===== src/rtl/bcedn_unpool_pkg.sv =====
// Shared types and constant helpers for the B-CEDNet unpooling stage.
package bcedn_unpool_pkg;

  typedef enum logic [2:0] {
    S_IDLE,
    S_PAD_TOP,
    S_FILL,
    S_IDX,
    S_EMIT,
    S_PAD_BOT,
    S_DONE
  } state_t;

  function automatic int clog2_min1(input int n);
    return (n > 2) ? $clog2(n) : 1;
  endfunction

  function automatic int grp_width(input int d, input int n_grp);
    return d / n_grp;
  endfunction

endpackage


===== src/rtl/bcedn_line_buf.sv =====
// One pooled row of pixels plus their max-pool indices; data and index lanes
// have their own enables so the index can land a cycle after its pixel.
module bcedn_line_buf #(
  parameter int W  = 8,
  parameter int D  = 64,
  parameter int IW = 8,
  parameter int AW = 3
) (
  input  logic          clk,
  input  logic          data_we,
  input  logic [AW-1:0] data_addr,
  input  logic [D-1:0]  data_wr,
  input  logic          idx_we,
  input  logic [AW-1:0] idx_addr,
  input  logic [IW-1:0] idx_wr,
  input  logic [AW-1:0] rd_addr,
  output logic [D-1:0]  rd_data,
  output logic [IW-1:0] rd_idx
);

  logic [IW+D-1:0] mem [W];

  always_ff @(posedge clk) begin
    if (data_we) mem[data_addr][D-1:0] <= data_wr;
    if (idx_we)  mem[idx_addr][IW+D-1:D] <= idx_wr;
  end

  assign rd_data = mem[rd_addr][D-1:0];
  assign rd_idx  = mem[rd_addr][IW+D-1:D];

endmodule


===== src/rtl/bcedn_unpool_stream.sv =====
// Unpooling stage: buffers one pooled row with its indices, then streams the
// upsampled, zero-bordered rows out in raster order.
module bcedn_unpool_stream
  import bcedn_unpool_pkg::*;
#(
  parameter int H                = 8,
  parameter int W                = 8,
  parameter int D                = 64,
  parameter int POOL_H           = 2,
  parameter int POOL_W           = 2,
  parameter int N_GRP            = 4,
  parameter int PAD              = 1,
  parameter int MODE             = 0,
  parameter int INDEX_ADDR_WIDTH = $clog2(H*W)
) (
  input  logic                                         clk,
  input  logic                                         rst,
  input  logic                                         start,
  input  logic                                         in_en,
  output logic                                         in_rdy,
  input  logic [D-1:0]                                 data_in,
  output logic                                         pindex_rd,
  output logic [INDEX_ADDR_WIDTH-1:0]                  pindex_rd_addr,
  input  logic [clog2_min1(POOL_H*POOL_W)*N_GRP-1:0]   pindex_in,
  output logic                                         out_en,
  output logic [D-1:0]                                 data_out,
  output logic                                         done,
  output logic [2:0]                                   dbg_state
);

  localparam int PW   = clog2_min1(POOL_H*POOL_W);
  localparam int IW   = PW*N_GRP;
  localparam int GW   = grp_width(D, N_GRP);
  localparam int NWIN = POOL_H*POOL_W;
  localparam int OW   = W*POOL_W + 2*PAD;
  localparam int PADN = PAD*OW;
  localparam int RW   = clog2_min1(H);
  localparam int CW   = clog2_min1(W);
  localparam int SRW  = clog2_min1(POOL_H);
  localparam int SCW  = clog2_min1(POOL_W);
  localparam int OCW  = clog2_min1(OW);
  localparam int PCW  = clog2_min1(PADN + 1);

  state_t state, state_nxt;
  logic [RW-1:0]  r, r_nxt;
  logic [CW-1:0]  c, c_nxt;
  logic [SRW-1:0] sr, sr_nxt;
  logic [SCW-1:0] sc, sc_nxt;
  logic [OCW-1:0] oc, oc_nxt;
  logic [PCW-1:0] pcnt, pcnt_nxt;
  logic           idx_pend_q;
  logic [CW-1:0]  idx_addr_q;
  logic           xfer, interior;
  logic [D-1:0]   rd_data, pix;
  logic [IW-1:0]  rd_idx;

  // Handshake: a pixel transfers on a rising clk edge where in_en & in_rdy;
  // in_rdy depends on state only, so in_en outside FILL is simply ignored.
  assign in_rdy         = (state == S_FILL);
  assign xfer           = in_en & in_rdy;
  assign pindex_rd      = xfer;
  assign pindex_rd_addr = xfer ? INDEX_ADDR_WIDTH'(int'(r)*W + int'(c)) : '0;
  assign interior       = (int'(oc) >= PAD) && (int'(oc) < PAD + W*POOL_W);
  assign dbg_state      = state;

  bcedn_line_buf #(.W(W), .D(D), .IW(IW), .AW(CW)) u_line_buf (
    .clk       (clk),
    .data_we   (xfer),
    .data_addr (c),
    .data_wr   (data_in),
    .idx_we    (idx_pend_q),
    .idx_addr  (idx_addr_q),
    .idx_wr    (pindex_in),
    .rd_addr   (c),
    .rd_data   (rd_data),
    .rd_idx    (rd_idx)
  );

  always_comb begin
    state_nxt = state;
    r_nxt     = r;
    c_nxt     = c;
    sr_nxt    = sr;
    sc_nxt    = sc;
    oc_nxt    = oc;
    pcnt_nxt  = pcnt;
    case (state)
      S_IDLE: if (start) state_nxt = (PAD > 0) ? S_PAD_TOP : S_FILL;
      S_PAD_TOP: begin
        if (pcnt == PCW'(PADN-1)) begin
          pcnt_nxt  = '0;
          state_nxt = S_FILL;
        end else pcnt_nxt = pcnt + 1'b1;
      end
      S_FILL: begin
        if (xfer) begin
          if (c == CW'(W-1)) begin
            c_nxt     = '0;
            state_nxt = S_IDX;
          end else c_nxt = c + 1'b1;
        end
      end
      S_IDX: state_nxt = S_EMIT;
      S_EMIT: begin
        if (interior) begin
          if (sc == SCW'(POOL_W-1)) begin
            sc_nxt = '0;
            c_nxt  = c + 1'b1;
          end else sc_nxt = sc + 1'b1;
        end
        // End of one output line: next sub-row, or next pooled row.
        if (oc == OCW'(OW-1)) begin
          oc_nxt = '0;
          c_nxt  = '0;
          sc_nxt = '0;
          if (sr == SRW'(POOL_H-1)) begin
            sr_nxt = '0;
            if (r == RW'(H-1)) begin
              r_nxt     = '0;
              state_nxt = (PAD > 0) ? S_PAD_BOT : S_DONE;
            end else begin
              r_nxt     = r + 1'b1;
              state_nxt = S_FILL;
            end
          end else sr_nxt = sr + 1'b1;
        end else oc_nxt = oc + 1'b1;
      end
      S_PAD_BOT: begin
        if (pcnt == PCW'(PADN-1)) begin
          pcnt_nxt  = '0;
          state_nxt = S_DONE;
        end else pcnt_nxt = pcnt + 1'b1;
      end
      S_DONE:  state_nxt = S_IDLE;
      default: state_nxt = S_IDLE;
    endcase
  end

  // A group passes its bits only when its index is in range and, in index
  // mode, points at the current window position.
  always_comb begin
    pix = '0;
    if (state == S_EMIT && interior) begin
      for (int g = 0; g < N_GRP; g++) begin
        if (int'(rd_idx[g*PW +: PW]) < NWIN &&
            (MODE == 1 || int'(rd_idx[g*PW +: PW]) == int'(sr)*POOL_W + int'(sc)))
          pix[g*GW +: GW] = rd_data[g*GW +: GW];
      end
    end
  end

  always_ff @(posedge clk) begin
    if (rst) begin
      state      <= S_IDLE;
      r          <= '0;
      c          <= '0;
      sr         <= '0;
      sc         <= '0;
      oc         <= '0;
      pcnt       <= '0;
      idx_pend_q <= 1'b0;
      idx_addr_q <= '0;
      out_en     <= 1'b0;
      data_out   <= '0;
      done       <= 1'b0;
    end else begin
      state      <= state_nxt;
      r          <= r_nxt;
      c          <= c_nxt;
      sr         <= sr_nxt;
      sc         <= sc_nxt;
      oc         <= oc_nxt;
      pcnt       <= pcnt_nxt;
      idx_pend_q <= xfer;
      idx_addr_q <= c;
      out_en     <= (state == S_PAD_TOP) || (state == S_EMIT) || (state == S_PAD_BOT);
      data_out   <= pix;
      done       <= (state == S_DONE);
    end
  end

endmodule


===== config.mk =====
export PLATFORM = sky130hd
export DESIGN_NAME = bcedn_unpool_stream
export DESIGN_NICKNAME = d
export VERILOG_FILES = /design/src/rtl/bcedn_unpool_pkg.sv /design/src/rtl/bcedn_line_buf.sv /design/src/rtl/bcedn_unpool_stream.sv
export SDC_FILE = /design/constraint.sdc
export NUM_CORES = 1
export LEC_CHECK = 0
export BUFFER_PORTS_ARGS = -buffer_cell sky130_fd_sc_hd__buf_2
export CORE_MARGIN = 3
export CORE_UTILIZATION = 46
export CTS_CLUSTER_SIZE = 12
export DETAILED_ROUTE_END_ITERATION = 10
export SLEW_MARGIN = 20
export SYNTH_ARGS = -nofsm -noshare
export SYNTH_HDL_FRONTEND = slang
export SYNTH_SLANG_ARGS = --single-unit

===== constraint.sdc =====
create_clock -name clk -period 7.45 [get_ports clk]
set_clock_uncertainty 0.15 [all_clocks]
set_input_delay 1.49 -clock clk [delete_from_list [all_inputs] [get_ports clk]]
set_output_delay 1.49 -clock clk [all_outputs]
set_load 0.02 [all_outputs]

# Word-level counts from Yosys, hierarchy flattened
# Memories as Yosys holds them, arrays and structs flattened. A register that Yosys moved wholly into a read port is not among the register bits.
# Index checks and enable logic that the tools add are counted.
# classes
n_bitwise	6
magnitude_cmp	2
add_sub_neg	8
reduce_logical	17
n_eq_ne	23
muxes	29
# ops
operator	n
equality test 3 x 32 -> 1 bit	3
2-to-1 mux 3 bit	16
one-hot mux 3 bit (6 select lines)	1
equality test 3 bit (second input constant)	5
OR reduction 3 bit	4
adder 5 x 1 -> 5 bit (second input constant)	2
equality test 5 bit (second input constant)	2
2-to-1 mux 5 bit	2
inequality test 2 bit (second input constant)	5
2-to-1 mux 1 bit	8
AND reduction 7 bit	1
adder 3 x 1 -> 3 bit (second input constant)	2
adder 6 x 3 -> 6 bit	1
equality test 3 x 2 -> 1 bit (second input constant)	2
2-to-1 mux 6 bit	1
inequality test 3 bit (second input constant)	2
one-hot mux 3 bit (2 select lines)	1
>= comparator 5 x 1 -> 1 bit (second input constant)	1
less-than comparator 5 bit (second input constant)	1
inverter 1 bit	5
inequality test 2 x 1 -> 1 bit (second input constant)	2
AND reduction 2 bit	2
AND reduction 4 bit	1
nonzero test 2 bit	2
other kinds (10)	13
# totals
mem_count	1
in_bits	76
ram_bits	576
regBits	91
output_inout_bits	77
# memory_table
name	depth	word_bits	read_ports	rd_clocked_by_memory_dff	wr	line	source
u_line_buf.mem	8	72	1	1	2	bcedn_line_buf.sv:21	logic [IW+D-1:0] mem [W];

# Depth between registers and ports, before layout
# Gate-level depths: netlist (run 1).
# logic_depth
ltp_word	7
depth_mapped	8

# Modules after synthesis
# From an unflattened synthesis (run 1), not the netlist that was laid out.
# unflattened
hier_cells	1150
hier_area_um2	25180.4
# by_module_without_submodules
module	cells_each	seq_area_each_um2	n_inst	area_each_um2
bcedn_line_buf	858	17296.6	1	21986.1
bcedn_unpool_stream	292	1821.7	1	3194.3

# Least setup slack after synthesis (run 1)
# Ideal clock, no wire load.
# synth_path
path_kind	reg-to-reg
startpoint	register state[0] (netlist: dbg_state[0])
endpoint	memory u_line_buf.mem[1][0] in the netlist's numbering (enable)
t_arrival_ns	6.438
setup_slack_ns	0.297
stages_incl_launch_ff	6
setup_ns	0.565
t_required_ns	6.735
path_cell_list	dfxtp_1 > clkbuf_1 > nor3b_1 > and2_1 > nand2_1 > nor3_1
# synth_rtl
item	line	source
from (decl)	bcedn_unpool_stream.sv:44	state_t state, state_nxt;
from (signal assigned)	bcedn_unpool_stream.sv:167	state <= state_nxt;
to (decl)	bcedn_line_buf.sv:21	

# Worst setup path in the final report (run 1)
# layout_path
startpoint	register state[1] (netlist: dbg_state[1])
endpoint	output pindex_rd_addr[0]
# layout_between
elab_chain_len	3
# layout_lines
item	line	source
equality test 3 x 2 -> 1 bit	bcedn_unpool_stream.sv:59	assign in_rdy = (state == S_FILL);
AND 1 bit	bcedn_unpool_stream.sv:60	assign xfer = in_en & in_rdy;
2-to-1 mux 6 bit	bcedn_unpool_stream.sv:62	assign pindex_rd_addr = xfer ? INDEX_ADDR_WIDTH'(int'(r)*W + int'(c)) : '0;
to (decl)	bcedn_unpool_stream.sv:23	output logic [INDEX_ADDR_WIDTH-1:0] pindex_rd_addr,
# Every way passes these cells.

==> results of run 1 <==
[per-stage QoR]
step	utilization	total power [mW]	setup WS, ns
floorplan	-	4.87	0.297
detailed placement	0.496	5.09	3.03
finish	0.538	8.32	3.00
global route	0.538	8.66	2.74
global placement	0.496	5.08	3.12
CTS	0.537	8.42	2.93
[flip-flops by register name (all words and copies together) (netlist names), named ones only]
register / flops
u_line_buf.mem: 576
data_out: 64
c: 3
idx_addr_q: 3
oc: 5
idx_pend_q: 1
done: 1
sc: 1
out_en: 1
sr: 1
dbg_state: 3
pcnt: 5
r: 3
[how the worst min path moves through the flow]
stage	to	slack [ns]	cells after the start
2_1_floorplan	r[1]	0.29	2
4_1_cts	r[1]	0.33	2
5_1_grt	r[1]	0.36	2
3_5_place_dp	r[1]	0.32	2
6_report	r[1]	0.33	2
3_3_place_gp	r[1]	0.31	2
[per-layer routing]
metal  wire length (µm)  vias to the layer above  track usage  share of wire
li1                   -                     5320            -              -
met1              23200                     6240        0.261           0.44
met2              25900                      239        0.299           0.49
met3               2330                       79       0.0367          0.044
met4               1020                       10       0.0579          0.020
met5                 57                        -            0         0.0011
[kinds of logic after synthesis]
kind of cell,Yosys count,synth area share
XOR/XNOR,10,0.00346
AND/OR/NAND/NOR,152,0.0423
flip-flops,670,0.758
adder cells (fa/ha/maj),8,0.00395
AO/OA/AOI/OAI,55,0.0205
buffers and inverters,69,0.0136
multiplexers,227,0.159
[cell type report]
| cell class | count | area (µm²) | area share |
|---|---|---|---|
| sequential | 670 | 19200 | 0.659 |
| multi-input combinational | 452 | 5880 | 0.202 |
| clock buffer | 115 | 2090 | 0.0717 |
| timing repair buffer | 173 | 976 | 0.0335 |
| tap | 696 | 871 | 0.0299 |
| clock inverter | 12 | 97.6 | 0.00335 |
| inverter | 6 | 22.5 | 0.000773 |
| antenna | 4 | 10.0 | 0.000344 |
[power by group]
part | switching (mW) | total (mW) | internal, mW
registers | 0.0552 | 4.19 | 4.14
clock network | 1.37 | 3.32 | 1.95
logic | 0.440 | 0.809 | 0.369
total | 1.86 | 8.32 | 6.46
[cells in the final DEF (no fill, tap or decap), drive strengths merged, types with 9 or more instances in the layout]
cell       n
mux4     136
mux2i     89
nor4      50
nor2      34
a2111oi   18
clkinv     9
nand2     13
clkbuf   115
nand2b    11
buf      173
a21oi     11
edfxtp   576
a22oi      9
dfxtp     94
[critical path: stages (launching register included)]
cell	delay, ns
dfxtp_1	0.56
nor3b_1	0.69
and2_1	0.32
nand2_1	0.33
inv_1	0.16
buf_2	0.18
==> results.md, run 1 <==
- Hold_sp: r[1]
- Arr. time, crit path: 2.81 ns
- Leak: 9.14 nW
- Initial core utilization: 0.468
- Worst-skew pair later-pin latency: 0.59 ns
- Design area: 29100 µm²
- Initial DRC count: 962
- Rel. slew slack: 0.240
- Grt total ovfl: 0
- Via density: 5.59
- Placed insts: 1994
- Area share of the largest cell type after synthesis: 0.683
- Ys flop type: edfxtp_1
- CTS Hold Bufs: 0
- Startpoint Class: register
- Cell Area, Synth: 25300 µm²
- FP Rows: 85
- Vias: 11900
- Setup Crit Path Kind: register to output pin
- Worst-path clk slew: 0.06 ns
- Vias in the first global route: 12600
- Initial DRT Pass Iterations: 5
- Critical Path Sink: pindex_rd_addr[0]
- H-tree depth: 3
- Gate Count Post-Synth: 1191
- Tmin final: 4.45 ns
- Fillers: 4167
- Ports: 153
- Synthesized area per cell: 21.3 µm²
- Post-synth EDFFs: 576
- Setup violators final: 0
- Largest net degree at the start of global routing: 90
- Post-Route Setup TNS: 0 ns
- Post-synth net total: 1275
- Routed WL: 52500 µm
- Count of cell types in the netlist: 53
- Top post-synthesis cells by area: edfxtp_1, mux4_2, dfxtp_1, mux2i_1, nor4_2
- Nets: 1457
- Layout Cells excl Fill: 2128
- Crit. End Element: output pin
- Chip height: 241 µm
- Core area: 54100 µm²
- Seq cells post-synth: 670
- Post-CTS Setup Repair Bufs: 0
- Final Max Tran Viols: 0
- R2r setup slk: 3.54 ns
- Worst Setup SP: dbg_state[1]
- Resize count post-CTS: 0
- Reg-to-Reg End: u_line_buf.mem[3][59]
- Length in cells of the worst reg-to-reg path: 5
- Residual DRC: 0
- Synth cell count leaders: edfxtp_1, mux4_2, dfxtp_1
- Most common cell in the netlist: edfxtp_1
- Yosys top cell by area: edfxtp_1
- CP max FO: 15
- RSZ-0062 raised after global routing: false
- Dpl cell area: 26900 µm²
- Worst vdd ir: 0.191 mV
- Max Freq: 225 MHz
- WL/cell: 24.7 µm
- Run status: finished clean
- Die ar.: 57900 µm²
- Port bufs: 152
- Final ANT Viol Nets: 0
- Die X: 241 µm
- Initial antenna violation count: 9
- Hold_ws: 0.328 ns
- Hold Fails Final Rpt: 0
- Clock Tree Buf Depth: 3
- Hold/Removal Path Class: register to register
- Max cap viols: 0
- CTS Root Cell: clkbuf_16
- CTS Buf Count: 70
- Critical Path RT: 5.81 ns
- Power per cell area: 286 nW/µm²
- First-pass GRT wire length: 79900 µm
- Fin crit share: 0.598
- Synth Warn #: 0
- CTS sink count: 670
- GRT Util Overall: 0.186
- Asr flop ratio synth: 0
- Area Growth Syn to Fin: 15.1%
- R2R Path Start: dbg_state[1]
- Ratio of cells with drive above 1 in the final layout: 0.328
- CTS tree: done
- Seq/Total Area, Yosys: 0.758
- DP HPWL: 30400 µm
- RD Place Congestion: 0.740
- Slew @ Worst Pin: 1.14 ns
No activity file was read; power rests on OpenSTA's default activity.
==> run 2, diff against run 1 <==
clock period = 4.5 ns   (was 7.45 ns; I/O delays follow)
==> run 2 against run 1 <==
Compared with the run above: total power is 65% higher; count of clock-buffer cells in the layout is 3 lower; via count is 1.1% higher; critical endpoint unchanged; non-clock buffer count is 10 higher; clock power is 65% higher; cell count is 0.38% higher; flip-flop and latch count stayed put; worst hold slack better by 0.014 ns; first-iteration DRC count is 7.2% lower; worst setup slack worse by 1.8 ns; largest power group unchanged.
==> results.md, run 2 (synthesis gave the netlist of run 1 again) <==
- Run status: finished clean
- Nets: 1467 (+0.69%)
- Chip height: 241 µm (unchanged)
- Setup Crit Path Kind: register to output pin
- Via density: 5.63 (+0.77%)
- Vias in the first global route: 12700 (+0.62%)
- Die X: 241 µm (unchanged)
- Initial antenna violation count: 9 (unchanged)
- P_int: 10.7 mW (+65%)
- Layout Cells excl Fill: 2136 (+0.38%)
- Post-Route Setup TNS: 0 ns (unchanged)
- Logic pwr share: 0.094 (-0.003)
- Arr. time, crit path: 2.23 ns (-0.58 ns)
- Initial DRT Pass Iterations: 5 (unchanged)
- Hold_ws: 0.342 ns (+0.0144 ns)
- Tmin final: 3.28 ns
- RSZ-0062 raised after global routing: false
- Vias: 12000 (+1.1%)
- Slew @ Worst Pin: 1.14 ns (+0.000675 ns)
- Initial core utilization: 0.468 (unchanged)
- Fin crit share: 0.730
- Routed WL: 54300 µm (+3.5%)
- Rel. slew slack: 0.237 (-0.00258)
- Critical Path RT: 3.45 ns (-2.36 ns)
- Final ANT Viol Nets: 0 (unchanged)
- Number of flip-flops in the largest register: 576 (unchanged)
- CTS Buf Count: 70 (unchanged)
- Clock power frac: 0.399 (about the same)
- CTS Root Cell: clkbuf_16
- Hold/Removal Path Class: register to register
- Resize count post-CTS: 0 (unchanged)
- Area Growth Syn to Fin: 15.7%
- Most flop-heavy register: u_line_buf.mem
- Startpoint Class: register
- CP max FO: 15 (unchanged)
- Ratio of cells with drive above 1 in the final layout: 0.330 (+0.00259)
- Largest net degree at the start of global routing: 69 (-23%)
- Residual DRC: 0 (unchanged)
- Hold Fails Final Rpt: 0 (unchanged)
- Crit. End Element: output pin
- First-pass GRT wire length: 81200 µm (+1.5%)
- Initial DRC count: 893 (-7.2%)
- Commonest non-fill, non-tap cell in the layout: edfxtp_1
- Post-CTS Setup Repair Bufs: 0 (unchanged)
- CTS Hold Bufs: 0 (unchanged)
- Worst vdd ir: 0.278 mV (+46%)
- Top Registers: u_line_buf.mem x576, data_out x64
- Worst-skew pair later-pin latency: 0.59 ns (about the same)
- H-tree depth: 3 (unchanged)
- RD Place Congestion: 0.738 (-0.30%)
- Grt total ovfl: 0 (unchanged)
- Util after Layout: 0.541 (+0.00261)
- Most frequent cells in the layout: edfxtp_1, buf_2, mux4_2, dfxtp_1, mux2i_1
- Final Max Tran Viols: 0 (unchanged)
- DP HPWL: 30000 µm (-1.3%)
- WHS Path Cells: 2 (unchanged)
- CTS sink count: 670 (unchanged)
- FP Rows: 85 (unchanged)
- CTS tree: done
- Sw Pwr: 3.06 mW (+64%)
- WL/cell: 25.4 µm (+3.1%)
- Port bufs: 152 (unchanged)
- Setup violators final: 0 (unchanged)
- Switching Share: 0.223 (-0.000865)
- Leak: 9.18 nW (+0.47%)
- Worst-path clk slew: 0.06 ns (about the same)
- Power per cell area: 469 nW/µm² (+64%)
- Total Power: 13.7 mW (+65%)
- Clock Tree Buf Depth: 3 (unchanged)
- Flop pwr share: 0.507 (+0.003)
- Core area: 54100 µm² (unchanged)
- Ports: 153 (unchanged)
- Placed insts: 2007 (+0.65%)
- Max cap viols: 0 (unchanged)
- GRT Util Overall: 0.192 (+0.00557)
- Max Freq: 305 MHz
- Die ar.: 57900 µm² (unchanged)
- Length in cells of the worst reg-to-reg path: 4 (-1)
-- run 2: through the flow --
stage	cell area [µm²]	setup slack, ns
after detailed placement	27100	1.34
after CTS	29300	1.17
after global routing	29300	0.950
after floorplan	25300	-0.937
after global placement	27100	1.35
final	29300	1.22
-- run 2: final timing paths --
check / slack, ns / to / start
setup / recovery: 1.22 / pindex_rd_addr[0] / dbg_state[1]
hold / removal: 0.34 / r[1] / r[1]
setup reg to reg: 1.34 / data_out[33] / register
hold reg to reg: 0.34 / r[1] / r[1]
-- run 2: power groups by stage --
stage               clock, mW  combinational (mW)  sequential [mW]
floorplan                   0                1.02             7.04
global placement            0                1.31             7.09
detailed placement          0                1.32             7.10
CTS                      5.61                1.32             6.97
global route             5.87                1.41             6.98
finish                   5.47                1.29             6.97
-- run 2: worst max-delay path, cell delays in order (launching register included) --
cell and delay (ns):
dfxtp_1 0.58, nor3b_1 0.28, and2_1 0.22, nand2_1 0.27
inv_1 0.13, buf_2 0.18
-- run 2: area by class of cell --
class,count,area (µm²)
sequential,670,19200
clock inverter,15,138
timing repair buffer,183,1130
multi-input combinational,452,5900
inverter,6,22.5
clock buffer,112,2020
antenna,2,5.00
fill,4144,24900
tap,696,871
-- run 2: layer usage --
layer | GRT usage | wire length [µm] | share of wire
met5 | 0 | 74 | 0.0014
met4 | 0.0554 | 914 | 0.017
met3 | 0.0389 | 2710 | 0.050
met2 | 0.320 | 27500 | 0.51
met1 | 0.259 | 23100 | 0.43
==> run 3, diff against run 2 <==
ABC_AREA = 1   (was default)
PLACE_DENSITY = 0.65   (was default)
clock period = 3 ns   (was 4.5 ns; I/O delays follow)
==> run 3 against run 2 <==
Compared with the run above: total power grew 71%; cell area is 3.7% higher; area after synthesis up 5.4%; non-clock buffer count increased by 6; global-route usage grew 0.99 points; first-iteration DRC count is 60% higher; sequential power is 51% higher; synthesized cell count increased by 92%; critical endpoint unchanged; largest power group unchanged; highest routed layer unchanged.
==> results.md, run 3 <==
- Number of flip-flops in the largest register: 576 (unchanged)
- Ys flop type: edfxtp_1
- H-tree depth: 3 (unchanged)
- Cell Area, Synth: 26700 µm² (+5.4%)
- Total Power: 23.5 mW (+71%)
- Logic pwr share: 0.204 (+0.110)
- Top post-synthesis cells by area: edfxtp_1, nand2_1, nand3_1, dfxtp_1, inv_1
- Startpoint Class: register
- P_int: 16.5 mW (+54%)
- Post-CTS Setup Repair Bufs: 0 (unchanged)
- Die X: 247 µm (+2.6%)
- CTS Root Cell: clkbuf_16
- Count of cell types in the netlist: 33 (-38%)
- Worst vdd ir: 0.486 mV (+75%)
- Sw Pwr: 7.04 mW (+130%)
- Run status: finished clean
- Util after Layout: 0.533 (-0.00750)
- Critical Path RT: 2.25 ns (-1.20 ns)
- First-pass GRT wire length: 94700 µm (+17%)
- Ports: 153 (unchanged)
- Gate Count Post-Synth: 2282 (+92%)
- Fillers: 4777 (+15%)
- CTS sink count: 670 (unchanged)
- Largest net degree at the start of global routing: 167 (+140%)
- Most frequent cells in the layout: nand2_1, edfxtp_1, nand3_1, inv_1, buf_2
- Post-synth EDFFs: 576 (unchanged)
- Initial DRC count: 1428 (+60%)
- Fin crit share: 0.829
- Initial core utilization: 0.469 (+0.00111)
- CTS Buf Count: 70 (unchanged)
- Seq cells post-synth: 670 (unchanged)
- DP HPWL: 35200 µm (+17%)
- Area Growth Syn to Fin: 13.8%
- Chip height: 247 µm (+2.6%)
- Die ar.: 60900 µm² (+5.3%)
- Power per cell area: 774 nW/µm² (+65%)
- Worst-path clk slew: 0.06 ns (about the same)
- Setup Crit Path Kind: register to output pin
- Most flop-heavy register: u_line_buf.mem
- Commonest non-fill, non-tap cell in the layout: nand2_1
- R2r setup slk: 0.55 ns (-0.79 ns)
- RSZ-0062 raised after global routing: false
- Core area: 56900 µm² (+5.2%)
- Tmin final: 2.49 ns
- Area share of the largest cell type after synthesis: 0.648 (-0.0351)
- Post-synth net total: 2366 (+86%)
- Flop pwr share: 0.449 (-0.058)
- Clock Tree Buf Depth: 3 (unchanged)
- Yosys top cell by area: edfxtp_1
- Slew @ Worst Pin: 0.950 ns (-0.191 ns)
- Final ANT Viol Nets: 0 (unchanged)
- Routed WL: 60800 µm (+12%)
- Vias in the first global route: 17000 (+34%)
- Max cap viols: 0 (unchanged)
- Initial antenna violation count: 15 (+6)
- Final Max Tran Viols: 0 (unchanged)
- CP max FO: 7 (-8)
- Grt total ovfl: 0 (unchanged)
- Worst-skew pair later-pin latency: 0.59 ns (about the same)
- Residual DRC: 0 (unchanged)
- Vias: 17000 (+42%)
- Seq/Total Area, Yosys: 0.719 (-0.0389)
- Asr flop ratio synth: 0 (unchanged)
- Synth cell count leaders: nand2_1, edfxtp_1, nand3_1
- Nets: 2506 (+71%)
- Hold/Removal Path Class: input pin to register
- Via density: 5.25 (-6.7%)
- Crit. End Element: output pin
- Max Freq: 402 MHz
- Hold Fails Final Rpt: 0 (unchanged)
- Arr. time, crit path: 1.74 ns (-0.49 ns)
- CTS Hold Bufs: 0 (unchanged)
- WL/cell: 18.8 µm (-26%)
- Setup violators final: 0 (unchanged)
- Synth Warn #: 0 (unchanged)
- Most common cell in the netlist: nand2_1
- Initial DRT Pass Iterations: 6 (+1)
- Leak: 11.6 nW (+26%)
- Clock power frac: 0.348 (-0.051)
- RD Place Congestion: 0.784 (+6.2%)
- GRT Util Overall: 0.202 (+0.00994)
- Top Registers: u_line_buf.mem x576, data_out x64
- Ratio of cells with drive above 1 in the final layout: 0.145 (-0.185)
- Switching Share: 0.300 (+0.0765)
- Port bufs: 152 (unchanged)
- Rel. slew slack: 0.366 (+0.129)
- CTS tree: done
- FP Rows: 87 (+2.4%)
- Synthesized area per cell: 11.7 µm² (-45%)
- Resize count post-CTS: 0 (unchanged)
## run 3: cell count changes after synthesis, sizes merged, moves of 67 or more
cell   change
mux2i     -89
nand3    +451
mux4     -136
nor3      +67
inv      +160
nand2    +691
## run 3: worst max-delay path, cell delays in order (launching register included)
cell and delay, ns:
dfxtp_2 0.34, inv_2 0.11, nand3_4 0.11, nor2_4 0.18, inv_4 0.08, nor2_4 0.14
buf_2 0.19
## run 3: cells by family (layout without fill, tap and decap cells)
family / count (synthesis) / count (layout) / share of synthesized area
AOI/OAI and AO/OA: 29 / 29 / 0.00581
xor gates and xnor gates: 3 / 3 / 0.000985
adders and majority gates: 8 / 8 / 0.00375
buffers and inverters: 288 / 486 / 0.0547
DFF: 670 / 670 / 0.719
other: 0 / 7 / 0
and+or+nand+nor: 1284 / 1284 / 0.216
## run 3: path summary, 6_finish.rpt
check	startpoint	endpoint	cells past startpoint
worst min-delay path	data_in[6]	u_line_buf.mem[2][6]	1
worst max-delay path	dbg_state[0]	pindex_rd_addr[0]	6
worst max register to register	register	data_out[52]	8
worst min register to register	r[2]	r[2]	2
## run 3: cell type report
class | instances | area [µm²] | share of cell area
Timing Repair Buffer | 189 | 1250 | 0.0412
Inverter | 167 | 653 | 0.0215
Multi-Input combinational cell | 1324 | 6140 | 0.202
Sequential cell | 670 | 19200 | 0.632
Antenna cell | 7 | 17.5 | 0.000577
Tap cell | 756 | 946 | 0.0312
Clock buffer | 115 | 2050 | 0.0677
Clock inverter | 15 | 110 | 0.00363
## run 3: power groups by stage
stage	clock network, mW	logic, mW	registers, mW
after detailed placement	0	4.78	10.7
after global routing	8.75	5.39	10.6
final	8.18	4.78	10.5
after floorplan	0	3.76	10.7
after CTS	8.33	4.81	10.5
after global placement	0	4.68	10.7
## run 3: metal layers
metal / GRT usage / wire (µm)
met2: 0.332 / 29000
met5: 0 / 107
met4: 0.0794 / 1800
met3: 0.0435 / 3940
met1: 0.262 / 25900
## run 3: through the flow
stage,area [µm²],setup TNS (ns),instances,hold slack (ns),setup slack (ns)
5_1_grt,30400,0,3240,0.113,0.331
3_3_place_gp,28200,0,3106,0.314,0.573
2_1_floorplan,26800,-70.65,2282,0.298,-0.329
3_5_place_dp,28200,0,3106,0.329,0.519
4_1_cts,30300,0,3236,0.0924,0.460
6_report,30400,0,3243,0.124,0.512
